File: src/rtl/pipe_hazard_ctrl.sv
// Hazard/sequencing controller for the 5-stage pipeline: stalls, flushes, forwarding, MDU wait.
// Optional performance counters are built only when HAZ_PERF_CNT_EN is defined.
module pipe_hazard_ctrl #(
  parameter int unsigned MDU_LAT = 4,
  parameter int unsigned CNT_W   = 32
) (
  input  logic             clk,
  input  logic             rst_n,
  input  logic [4:0]       rs1_D,
  input  logic [4:0]       rs2_D,
  input  logic [4:0]       rs1_E,
  input  logic [4:0]       rs2_E,
  input  logic [4:0]       rd_E,
  input  logic             we_reg_E,
  input  logic             is_load_E,
  input  logic             mdu_op_E,
  input  logic             branch_taken_E,
  input  logic [4:0]       rd_M,
  input  logic [4:0]       rd_W,
  input  logic             we_reg_M,
  input  logic             we_reg_W,
  input  logic             dmem_req_M,
  input  logic             dmem_ready_M,
  output logic             stall_F,
  output logic             stall_D,
  output logic             stall_E,
  output logic             stall_M,
  output logic             flush_D,
  output logic             flush_E,
  output logic             flush_M,
  output logic             flush_W,
  output logic [1:0]       fwd_a_E,
  output logic [1:0]       fwd_b_E,
  output logic             mdu_done,
  output logic [CNT_W-1:0] cnt_stall,
  output logic [CNT_W-1:0] cnt_flush
);

  typedef enum logic [0:0] {StRun, StMduWait} state_e;

  state_e     state_q, state_d;
  logic [3:0] mdu_cnt_q, mdu_cnt_d;
  logic       mem_wait, load_use;
  logic       s_f, s_d, s_e, s_m, f_d, f_e, f_m, f_w, done;
  logic [1:0] fa, fb;

  assign mem_wait = dmem_req_M & ~dmem_ready_M;
  assign load_use = is_load_E & we_reg_E & (rd_E != 5'd0) &
                    ((rd_E == rs1_D) | (rd_E == rs2_D));

  always_ff @(posedge clk or negedge rst_n) begin
    if (!rst_n) begin
      state_q   <= StRun;
      mdu_cnt_q <= 4'd0;
    end else begin
      state_q   <= state_d;
      mdu_cnt_q <= mdu_cnt_d;
    end
  end

  always_comb begin
    state_d   = state_q;
    mdu_cnt_d = mdu_cnt_q;
    s_f  = 1'b0;
    s_d  = 1'b0;
    s_e  = 1'b0;
    s_m  = 1'b0;
    f_d  = 1'b0;
    f_e  = 1'b0;
    f_m  = 1'b0;
    f_w  = 1'b0;
    done = 1'b0;
    if (mem_wait) begin
      // Memory wait freezes the whole pipe; the FSM and counter hold.
      s_f = 1'b1;
      s_d = 1'b1;
      s_e = 1'b1;
      s_m = 1'b1;
      f_w = 1'b1;
    end else begin
      unique case (state_q)
        StRun: begin
          if (branch_taken_E) begin
            f_d = 1'b1;
            f_e = 1'b1;
          end else if (mdu_op_E) begin
            s_f       = 1'b1;
            s_d       = 1'b1;
            s_e       = 1'b1;
            f_m       = 1'b1;
            state_d   = StMduWait;
            mdu_cnt_d = 4'(MDU_LAT - 2);
          end else if (load_use) begin
            s_f = 1'b1;
            s_d = 1'b1;
            f_e = 1'b1;
          end
        end
        StMduWait: begin
          if (mdu_cnt_q != 4'd0) begin
            s_f       = 1'b1;
            s_d       = 1'b1;
            s_e       = 1'b1;
            f_m       = 1'b1;
            mdu_cnt_d = mdu_cnt_q - 4'd1;
          end else begin
            done    = 1'b1;
            state_d = StRun;
          end
        end
        default: state_d = StRun;
      endcase
    end
  end

  always_comb begin
    fa = 2'b00;
    if (we_reg_M && rd_M != 5'd0 && rd_M == rs1_E)      fa = 2'b10;
    else if (we_reg_W && rd_W != 5'd0 && rd_W == rs1_E) fa = 2'b01;
    fb = 2'b00;
    if (we_reg_M && rd_M != 5'd0 && rd_M == rs2_E)      fb = 2'b10;
    else if (we_reg_W && rd_W != 5'd0 && rd_W == rs2_E) fb = 2'b01;
  end

  // Every output is forced low while reset is held.
  assign stall_F  = rst_n & s_f;
  assign stall_D  = rst_n & s_d;
  assign stall_E  = rst_n & s_e;
  assign stall_M  = rst_n & s_m;
  assign flush_D  = rst_n & f_d;
  assign flush_E  = rst_n & f_e;
  assign flush_M  = rst_n & f_m;
  assign flush_W  = rst_n & f_w;
  assign mdu_done = rst_n & done;
  assign fwd_a_E  = rst_n ? fa : 2'b00;
  assign fwd_b_E  = rst_n ? fb : 2'b00;

`ifdef HAZ_PERF_CNT_EN
  logic [CNT_W-1:0] cnt_stall_q, cnt_flush_q;

  always_ff @(posedge clk or negedge rst_n) begin
    if (!rst_n) begin
      cnt_stall_q <= '0;
      cnt_flush_q <= '0;
    end else begin
      if (stall_F && cnt_stall_q != '1) cnt_stall_q <= cnt_stall_q + CNT_W'(1);
      if ((flush_D || flush_E) && cnt_flush_q != '1) cnt_flush_q <= cnt_flush_q + CNT_W'(1);
    end
  end

  assign cnt_stall = rst_n ? cnt_stall_q : '0;
  assign cnt_flush = rst_n ? cnt_flush_q : '0;
`else
  assign cnt_stall = '0;
  assign cnt_flush = '0;
`endif

endmodule

File: config.mk
export PLATFORM = sky130hd
export DESIGN_NAME = pipe_hazard_ctrl
export DESIGN_NICKNAME = d
export VERILOG_FILES = /design/src/rtl/pipe_hazard_ctrl.sv
export SDC_FILE = /design/constraint.sdc
export NUM_CORES = 1
export LEC_CHECK = 0
export BUFFER_PORTS_ARGS = -buffer_cell sky130_fd_sc_hd__clkbuf_2
export CAP_MARGIN = 10
export CELL_PAD_IN_SITES_DETAIL_PLACEMENT = 0
export CELL_PAD_IN_SITES_GLOBAL_PLACEMENT = 2
export CORE_MARGIN = 2
export CORE_UTILIZATION = 19
export CTS_BUF_LIST = sky130_fd_sc_hd__clkbuf_16
export DETAILED_ROUTE_END_ITERATION = 8
export GPL_ROUTABILITY_DRIVEN = 0
export GPL_TIMING_DRIVEN = 0
export PLACE_DENSITY = 0.89
export SLEW_MARGIN = 20
export SYNTH_ARGS = -nofsm -noshare
export SYNTH_HDL_FRONTEND = slang
export SYNTH_SLANG_ARGS = --single-unit
File: constraint.sdc
create_clock -name clk -period 4.7 [get_ports clk]
set_input_delay 0.94 -clock clk [delete_from_list [all_inputs] [get_ports clk]]
set_output_delay 0.94 -clock clk [all_outputs]
set_load 0.02 [all_outputs]
==> results.toml <==
[min_path]
min_from = "mdu_cnt_q[0]$_DFFE_PN0P_"
min_path_type = "register to register"
min_to = "mdu_cnt_q[0]$_DFFE_PN0P_"
min_path_cells = 1

[global_route]
grt_max_degree = 12
grt_use_total = 0.0735
grt_pass1_wl_mm = 4.60
grt_antenna_before_repair = 0
grt-ovfl-total = 0
grt_pass1_vias = 1041

[power_and_ir_drop]
pwr-share-comb = 0.561
p_clk_frac = 0.270
power_density_nw_per_um2 = 260
p_int_uw = 304
power.share.sequential = 0.168
p_sw_uw = 215
irDropWorstVdd_mv = 0.136
leakage_uw = 0.00115
swShare = 0.414

[cts]
cts_buffer_depth = 2
cts_resized = 0
clockRootBuffer = "clkbuf_16"
tritoncts = "yes"
cts_sinks = 5
htree_levels = 1
cts_hold_buf = 0
path_clk_slew_ns = 0.03
cts_made_buffers = 3
clkLatencyLatePin_ns = 0.23
cts_setup_buffers = 0

[worst_setup_path]
cp_max_fo = 3
crit_buf_inv = 2
crit_required_ns = 3.76
crit_arrival_ns = 2.32
path_cells = "clkbuf_2, or4_1, o21ai_2, nor4_1, nor4_2, clkbuf_2"
crit_slowest_cell = "or4_1"
end_kind = "output port"
r2r_slack_ns = 2.87
r2r-end = "mdu_cnt_q[3]$_DFFE_PN0P_"
crit_family = "simple AND/OR/NAND/NOR gates"
crit_path_start_kind = "input port"
r2r_start = "mdu_cnt_q[0]$_DFFE_PN0P_"
crit_path_frequent_cell = "clkbuf_2"
slowest_delay_ns = 0.54
rr_worst_depth = 6
path_class = "input port to output port"

[final_layout]
layout.nets = 338
n_fill_cell = 720
area_growth_pct = 53.8
stdcell_area_sq_um = 2000
finalCoreUtilization = 0.298
final_layout_size_suffix_gt1_frac = 0.466
antennaDiodeCount = 0

[timing]
fin_crit_ns = 3.26
fin_setup_tns_ns = 0
hold_violations = 0
setup_viol = 0
min_period_over_period = 0.695
maxSlewViolCount = 0
finalClockSkew_ns = 0.00254
fmax_mhz = 306
rsz0062_at_grt = "no"

[synthesis]
yosys.area_share.simple = 0.203
synth-seq-cells = 5
synth_edf_count = 0
seq_area_frac_synth = 0.0962
synth_top_family_by_area = "buffers and inverters"
muxShareOfSynthArea = 0
synth_xor_area_frac = 0.202
synth_fa_ha_area_frac = 0.0192
syn_area_sq_um = 1300
synth_compound_area_frac = 0.0846
ys.flop_type = "dfrtp_1"
syn_inst = 166
synth.avg_cell_area_sq_um = 7.84
yosysWarnings = 0
ys_async_sr_fraction = 1.00
ys_types = 35

[floorplanning]
ios = 122
die_x_um = 86.8
die-height_um = 86.8
rows = 30
die-area_sq_um = 7530
core_area_sq_um = 6720
initial_core_util = 0.194

[run_status]
status = "completed"

[route]
viasPerCell = 3.35
vias = 1240
drc = 0
drt_first_pass_iters = 4
drt_iter0_markers = 14
wl_per_cell_um = 8.48
wirelength_mm = 3.14
ant_nets = 0

[flow_run]
max-cap-violations = 0

[placed_design]
placed_cell_area_sq_um = 1920
numPortBuffers = 57
dp_hpwl_mm = 2.88
## power by group through the flow
stage                     clock [uW]  sequential [uW]  combinational [uW]
after CTS                        142             86.7                 292
after detailed placement           0             87.0                 291
after global routing             146             91.9                 325
final                            140             87.4                 292
after floorplan                    0             81.4                 227
after global placement             0             86.2                 289
## flip-flops by register name, indices dropped and copies added, names as in the netlist
register / cells
mdu_cnt_q: 4
state_q: 1
## per-stage QoR
| step | instances | setup WS (ns) | hold WS, ns | total power, uW |
|---|---|---|---|---|
| 6_report | 370 | 1.44 | 0.521 | 520 |
| 5_1_grt | 370 | 1.33 | 0.574 | 563 |
| 3_3_place_gp | 366 | 1.43 | 0.508 | 375 |
| 4_1_cts | 370 | 1.44 | 0.529 | 521 |
| 2_1_floorplan | 229 | 1.56 | 0.474 | 308 |
| 3_5_place_dp | 366 | 1.43 | 0.520 | 378 |
## Yosys cell counts (2+ instances only)
library cell | number | area, sq um
and2_2 | 2 | 15.0
buf_4 | 66 | 495
dfrtp_1 | 5 | 125
ha_1 | 2 | 25.0
inv_1 | 3 | 11.3
nand2_1 | 3 | 11.3
nand2b_1 | 2 | 12.5
nand3_1 | 4 | 20.0
nand3b_1 | 3 | 22.5
nor2_1 | 7 | 26.3
nor3_1 | 3 | 15.0
nor4_1 | 2 | 12.5
nor4_2 | 2 | 25.0
o211ai_1 | 3 | 22.5
o21ai_0 | 5 | 25.0
or2_2 | 2 | 12.5
or4_1 | 6 | 45.0
xnor2_1 | 6 | 52.6
xor2_1 | 24 | 210
## cells in the final DEF, fill, tap and decap left out, drive strengths merged
cell type   n
buf        66
conb       64
clkbuf     61
xor2       24
nor2        7
or4         6
xnor2       6
o21ai       6
dfrtp       5
inv         4
nand3       4
nor4        4
o211ai      3
nor3        3
nand2       3
nand3b      3
and2        3
nand2b      2
or2         2
ha          2
a21oi       2
a22oi       1
nand4bb     1
nor2b       1
o21bai      1
o2bb2ai     1
or3b        1
nor3b       1
nand4       1
a21boi      1
o221ai      1
## cell families (layout without fill, tap and decap cells)
group                    after synthesis  count (layout)
AO/OA/AOI/OAI                         16              16
XOR/XNOR                              30              30
adder cells (fa/ha/maj)                2               2
buffers and inverters                 70             131
flip-flops                             5               5
other                                  1              64
AND/OR/NAND/NOR                       42              42
## layer usage
metal,track usage,up-vias,share of wire
li1,-,672,-
met1,0.0897,495,0.44
met2,0.127,69,0.46
met3,0.0124,4,0.098
met4,0.0298,0,0.0067
met5,0,-,0
## area by class of cell
type	count	area [sq um]	share of cell area
buffer	67	499	0.249
sequential	5	125	0.0625
clock inverter	1	3.75	0.00188
tap	80	100	0.0500
clock buffer	3	75.1	0.0375
timing repair buffer	57	285	0.143
inverter	3	11.3	0.00563
multi-input combinational	154	902	0.451
## worst max path at each step
stage                  from  slack (ns)  depth (start not counted)         end
floorplan           rd_M[1]        1.56                          4  fwd_a_E[0]
global placement    rd_M[1]        1.43                          6  fwd_a_E[0]
detailed placement  rd_E[1]        1.43                          7     stall_F
CTS                 rd_E[1]        1.44                          7     stall_F
global route        rd_M[1]        1.33                          6  fwd_a_E[0]
finish              rd_M[1]        1.44                          6  fwd_a_E[0]
Note: power is estimated with default switching activity, not from simulation.
